==> src/rtl/seg_pkg.sv <==
// Shared definitions for the 7-segment digit scanner.
//   BLANK_CODE : BCD code that the downstream decoder renders as all segments off
//   an_on/an_off : anode drive level for a given polarity (active_low=1 -> on is 0)
//   idx_width  : width of a digit index for n digits (never less than 1)
package seg_pkg;

  localparam logic [3:0] BLANK_CODE = 4'hF;

  function automatic logic an_on(input bit active_low);
    return active_low ? 1'b0 : 1'b1;
  endfunction

  function automatic logic an_off(input bit active_low);
    return active_low ? 1'b1 : 1'b0;
  endfunction

  function automatic int idx_width(input int n);
    return (n <= 2) ? 1 : $clog2(n);
  endfunction

endpackage

==> src/rtl/refresh_prescaler.sv <==
// Modulo-DIV free-running counter that produces the per-digit refresh tick.
//   clk   : system clock
//   rst_n : asynchronous active-low reset (count returns to 0)
//   en    : count enable; while low the count is held at 0
//   tick  : high for one cycle when the count sits at DIV-1 (and en=1)
module refresh_prescaler #(
  parameter int DIV = 50000
) (
  input  logic clk,
  input  logic rst_n,
  input  logic en,
  output logic tick
);

  localparam int CW = (DIV <= 2) ? 1 : $clog2(DIV);
  localparam logic [CW-1:0] LAST = CW'(DIV - 1);

  logic [CW-1:0] count_reg;

  always_ff @(posedge clk or negedge rst_n) begin
    if (!rst_n) begin
      count_reg <= '0;
    end else if (!en || count_reg == LAST) begin
      count_reg <= '0;
    end else begin
      count_reg <= count_reg + CW'(1);
    end
  end

  assign tick = en && (count_reg == LAST);

endmodule

==> src/rtl/seg_scan_mux.sv <==
// Time-multiplexed digit scanner for a common-anode multi-digit 7-segment
// display. Feeds bcd_to_7seg with one digit per refresh slot.
//   clk        : system clock
//   rst_n      : asynchronous active-low reset
//   bcd_in     : packed BCD value, digit 0 in bits [3:0]
//   load       : one-cycle strobe capturing bcd_in into the shadow register
//   en         : display enable (low = dark display, scan held at digit 0)
//   blank_lz   : suppress leading zeros (digit 0 always shown)
//   bcd_out    : BCD code of the digit currently lit (BLANK_CODE when dark)
//   an         : one-hot anode select, polarity set by AN_ACTIVE_LOW
//   frame_done : one-cycle pulse when the last digit's slot ends
module seg_scan_mux import seg_pkg::*; #(
  parameter int NUM_DIGITS    = 4,
  parameter int REFRESH_DIV   = 50000,
  parameter int AN_ACTIVE_LOW = 1
) (
  input  logic                    clk,
  input  logic                    rst_n,
  input  logic [4*NUM_DIGITS-1:0] bcd_in,
  input  logic                    load,
  input  logic                    en,
  input  logic                    blank_lz,
  output logic [3:0]              bcd_out,
  output logic [NUM_DIGITS-1:0]   an,
  output logic                    frame_done
);

  localparam int IW = idx_width(NUM_DIGITS);
  localparam logic [IW-1:0] LAST_IDX = IW'(NUM_DIGITS - 1);
  localparam logic AN_OFF = an_off(AN_ACTIVE_LOW != 0);

  logic                    tick;
  logic                    boundary;
  logic [IW-1:0]           index_reg;
  logic [4*NUM_DIGITS-1:0] shadow_reg;
  logic [4*NUM_DIGITS-1:0] display_reg;
  logic                    pending_reg;
  logic [3:0]              bcd_out_reg;
  logic [NUM_DIGITS-1:0]   an_reg;
  logic                    frame_done_reg;

  refresh_prescaler #(
    .DIV (REFRESH_DIV)
  ) u_prescaler (
    .clk   (clk),
    .rst_n (rst_n),
    .en    (en),
    .tick  (tick)
  );

  // The boundary is the tick that ends the last digit's slot.
  assign boundary = tick && (index_reg == LAST_IDX);

  always_ff @(posedge clk or negedge rst_n) begin
    if (!rst_n) begin
      index_reg <= '0;
    end else if (!en) begin
      index_reg <= '0;
    end else if (tick) begin
      index_reg <= boundary ? '0 : index_reg + IW'(1);
    end
  end

  // Shadow/display double buffer: the display only changes on a frame
  // boundary, so a frame is never drawn with a mix of old and new digits.
  // A load landing on the boundary itself bypasses the shadow.
  always_ff @(posedge clk or negedge rst_n) begin
    if (!rst_n) begin
      shadow_reg  <= '0;
      display_reg <= '0;
      pending_reg <= 1'b0;
    end else begin
      if (load) begin
        shadow_reg <= bcd_in;
      end
      if (boundary && load) begin
        display_reg <= bcd_in;
        pending_reg <= 1'b0;
      end else if (boundary && pending_reg) begin
        display_reg <= shadow_reg;
        pending_reg <= 1'b0;
      end else if (load) begin
        pending_reg <= 1'b1;
      end
    end
  end

  // zero_above[k]: digits NUM_DIGITS-1 down to k of the display are all 4'h0.
  // zero_above[NUM_DIGITS] is the empty run above the top digit. Only an
  // exact 4'h0 counts; codes A-F stop the run like any other nonzero digit.
  logic [3:0]            digit [NUM_DIGITS];
  logic [NUM_DIGITS:1]   zero_above;
  logic [NUM_DIGITS-1:0] blank_mask;

  assign zero_above[NUM_DIGITS] = 1'b1;

  genvar gi;
  generate
    for (gi = 0; gi < NUM_DIGITS; gi++) begin : g_digit
      assign digit[gi] = display_reg[4*gi +: 4];
      if (gi == 0) begin : g_lsd
        assign blank_mask[gi] = 1'b0;
      end else begin : g_upper
        assign zero_above[gi] = (digit[gi] == 4'h0) && zero_above[gi+1];
        assign blank_mask[gi] = blank_lz && zero_above[gi];
      end
    end
  endgenerate

  logic [3:0]            cur_digit;
  logic                  cur_blank;
  logic [NUM_DIGITS-1:0] cur_onehot;

  always_comb begin
    cur_digit  = BLANK_CODE;
    cur_blank  = 1'b0;
    cur_onehot = '0;
    for (int k = 0; k < NUM_DIGITS; k++) begin
      if (index_reg == IW'(k)) begin
        cur_digit     = digit[k];
        cur_blank     = blank_mask[k];
        cur_onehot[k] = 1'b1;
      end
    end
  end

  // Registered outputs trail the index by one cycle, so each digit is lit
  // for exactly REFRESH_DIV cycles starting one edge after its index arrives.
  // XOR with the all-off pattern maps the one-hot select onto either polarity.
  always_ff @(posedge clk or negedge rst_n) begin
    if (!rst_n) begin
      bcd_out_reg    <= BLANK_CODE;
      an_reg         <= {NUM_DIGITS{AN_OFF}};
      frame_done_reg <= 1'b0;
    end else begin
      frame_done_reg <= boundary;
      if (!en || cur_blank) begin
        bcd_out_reg <= BLANK_CODE;
        an_reg      <= {NUM_DIGITS{AN_OFF}};
      end else begin
        bcd_out_reg <= cur_digit;
        an_reg      <= {NUM_DIGITS{AN_OFF}} ^ cur_onehot;
      end
    end
  end

  assign bcd_out    = bcd_out_reg;
  assign an         = an_reg;
  assign frame_done = frame_done_reg;

endmodule

==> config.mk <==
export PLATFORM = sky130hd
export DESIGN_NAME = seg_scan_mux
export DESIGN_NICKNAME = d
export VERILOG_FILES = /design/src/rtl/seg_pkg.sv /design/src/rtl/refresh_prescaler.sv /design/src/rtl/seg_scan_mux.sv
export SDC_FILE = /design/constraint.sdc
export NUM_CORES = 1
export LEC_CHECK = 0
export ABC_AREA = 0
export CAP_MARGIN = 25
export CORE_MARGIN = 2
export CORE_UTILIZATION = 45
export CTS_CLUSTER_SIZE = 12
export DETAILED_ROUTE_END_ITERATION = 7
export PLACE_DENSITY = 0.66
export SYNTH_ARGS = -nofsm -noshare
export SYNTH_HDL_FRONTEND = slang
export SYNTH_SLANG_ARGS = --single-unit
==> constraint.sdc <==
create_clock -name clk -period 2.5 [get_ports clk]
set_input_delay 0.5 -clock clk [delete_from_list [all_inputs] [get_ports clk]]
set_output_delay 0.5 -clock clk [all_outputs]
set_load 0.02 [all_outputs]
==> impl_metrics.toml <==
[outcome]
status = "finished, final reports clean"

[timing]
fin_setup_tns_ns = 0
period_share_pct = 91.3
relSlewSlack_pct = 56.3
worstMarginPinSlew_ns = 0.656
clock_skew_ns = 0.00653
maxSlewViolCount = 0
hold_violations = 0
setup_viol = 0
fin_crit_ns = 2.28
rsz0062_at_grt = "false"
fmax_mhz = 438

[cells_and_area]
drive_gt1_share_pct = 19.8
final_cell_mix = "dfrtp_1, clkdlybuf4s50_1, nor2_1"
design_area_um2 = 3250
diodes = 0
nets = 290
area_growth_pct = 20.9
final_common_cell = "dfrtp_1"

[cts]
ctsLongestPathBuffers = 2
htreeDepth = 3
root_buffer = "clkbuf_8"
cts_tree = "done"
cts_resized = 0
worstSkewPairLatency_ns = 0.34
cts_hold_buffers = 0
cts_sinks = 60
path_clk_slew_ns = 0.06
cts_setup_buffers = 0
cts_made_buffers = 9

[placed_design]
io_buffers = 29
placed_area_um2 = 3050
dp_hpwl_um = 3540
gp_congestion = 0.737

[synth]
syn_avg_cell_area_um2 = 11.7
ys_types = 37
synth_top_area_share_pct = 48.4
syn_area_um2 = 2690
synth_area_leaders = "dfrtp_1, mux2_2, dfstp_2"
synth-seq-cells = 60
yosysTopAreaCell = "dfrtp_1"
netlist_instances = 229
yosys_warnings = 0
synth_edf_count = 0
yosysSeqAreaShare_pct = 56.2
syn_nets = 255
ys_async_sr_fraction_pct = 100
synthFlopType = "dfrtp_1"

[critical_path]
r2r_start = "u_prescaler.count_reg[0]$_DFF_PN0_"
rrSetupSlack_ns = 0.22
arrival_ns = 2.50
critPathKind = "flop to flop"
critPathMaxFanout = 15
crit_path_start = "u_prescaler.count_reg[0]$_DFF_PN0_"
r2r-end = "display_reg[6]$_DFFE_PN0N_"
reg2regPathDepth = 5
required_ns = 2.72
crit_path_end_kind = "flop"
critPathLaunchType = "flop"
critPathCapture = "display_reg[6]$_DFFE_PN0N_"

[grt]
antenna_found_initial = 0
grt_pass1_vias = 1713
grt_max_degree = 27
grt_pass1_wl_um = 8160
grtUsageTotal_pct = 17.0
grt_overflow = 0

[flow_run]
cap_violations = 0

[power]
p_leak_uw = 0.00145
p_total_uw = 2020
power.density_nw_per_um2 = 622
peakVddDrop_mv = 0.263

[floorplanning]
die_w_um = 81.3
core.rowCount = 28
io_pins = 30
die_height_um = 81.3
core-area_um2 = 5850
initial_core_util_pct = 46.0
die-area_um2 = 6610

[route]
num_vias = 1803
drt_iter0_drc = 128
wl_per_cell_um = 14.5
post-route-drc-count = 0
postRouteWirelength_um = 4980
viasPerCell = 5.26
ant_nets = 0
drt_first_pass_iters = 4

[worst_hold_path]
hold_path.class = "primary input to asynchronous set/reset pin"
-- worst min-delay path by stage --
stage                                  startpoint                                  to  slack (ns)  cells after the start
2_1_floorplan                               rst_n          display_reg[0]$_DFFE_PN0N_        0.20                      0
3_3_place_gp   u_prescaler.count_reg[0]$_DFF_PN0_  u_prescaler.count_reg[0]$_DFF_PN0_        0.47                      1
3_5_place_dp   u_prescaler.count_reg[0]$_DFF_PN0_  u_prescaler.count_reg[0]$_DFF_PN0_        0.48                      1
4_1_cts                                     rst_n            index_reg[0]$_DFFE_PN0P_        0.16                      1
5_1_grt                                     rst_n            index_reg[1]$_DFFE_PN0P_        0.19                      1
6_report                                    rst_n            index_reg[0]$_DFFE_PN0P_        0.14                      1
-- per-stage QoR --
stage	hold WS, ns	std cells	worst slack (ns)	util [%]
finish	0.142	343	0.217	55.6
CTS	0.158	343	0.220	55.6
global route	0.193	343	0.0925	55.6
floorplan	0.204	229	0.491	-
detailed placement	0.482	328	0.148	52.1
global placement	0.468	328	0.206	52.1
-- cell type report --
type | count | area (um2)
Tap cell | 75 | 93.8
Sequential cell | 60 | 1510
Inverter | 6 | 22.5
Fill cell | 488 | 2600
Clock buffer | 15 | 206
Timing Repair Buffer | 33 | 315
Multi-Input combinational cell | 154 | 1100
-- Yosys cell counts, drive strengths merged (5+ instances only) --
| cell | n |
|---|---|
| a22oi | 7 |
| and3 | 5 |
| clkbuf | 7 |
| dfrtp | 52 |
| dfstp | 8 |
| ha | 5 |
| inv | 6 |
| mux2 | 23 |
| nand2 | 15 |
| nand3 | 11 |
| nand4 | 6 |
| nor2 | 20 |
| o21ai | 17 |
| xnor2 | 5 |
| xor2 | 9 |
-- where the power goes --
part / total [uW] / switching [uW] / internal, uW
Clock: 864 / 347 / 517
Combinational: 135 / 64.5 / 70.3
Sequential: 1020 / 13.6 / 1010
Total: 2020 / 425 / 1600
-- layer usage --
metal	GRT usage, %	vias to the layer above	wire, um
met4	10.0	0	103
met2	24.6	48	2240
li1	-	870	-
met5	0	-	0
met1	23.3	874	2440
met3	4.00	11	202
-- cell families (layout without fill, tap and decap cells) --
logic type | after synthesis | count (layout) | share of synthesized area (%)
AOI/OAI and AO/OA | 36 | 36 | 8.00
xor gates and xnor gates | 14 | 14 | 4.56
adders and majority gates | 5 | 5 | 2.33
buffers and inverters | 15 | 54 | 2.79
DFF | 60 | 60 | 56.2
muxes | 25 | 25 | 10.8
and+or+nand+nor | 74 | 74 | 15.3
-- critical path: stages, from the launching register on --
cell and delay [ns]:
dfrtp_1 0.39, ha_1 0.20, and3_1 0.27, nand4_4 0.18, or3_1 0.70, mux2_1 0.41
Power figures use the tool's default switching activity.
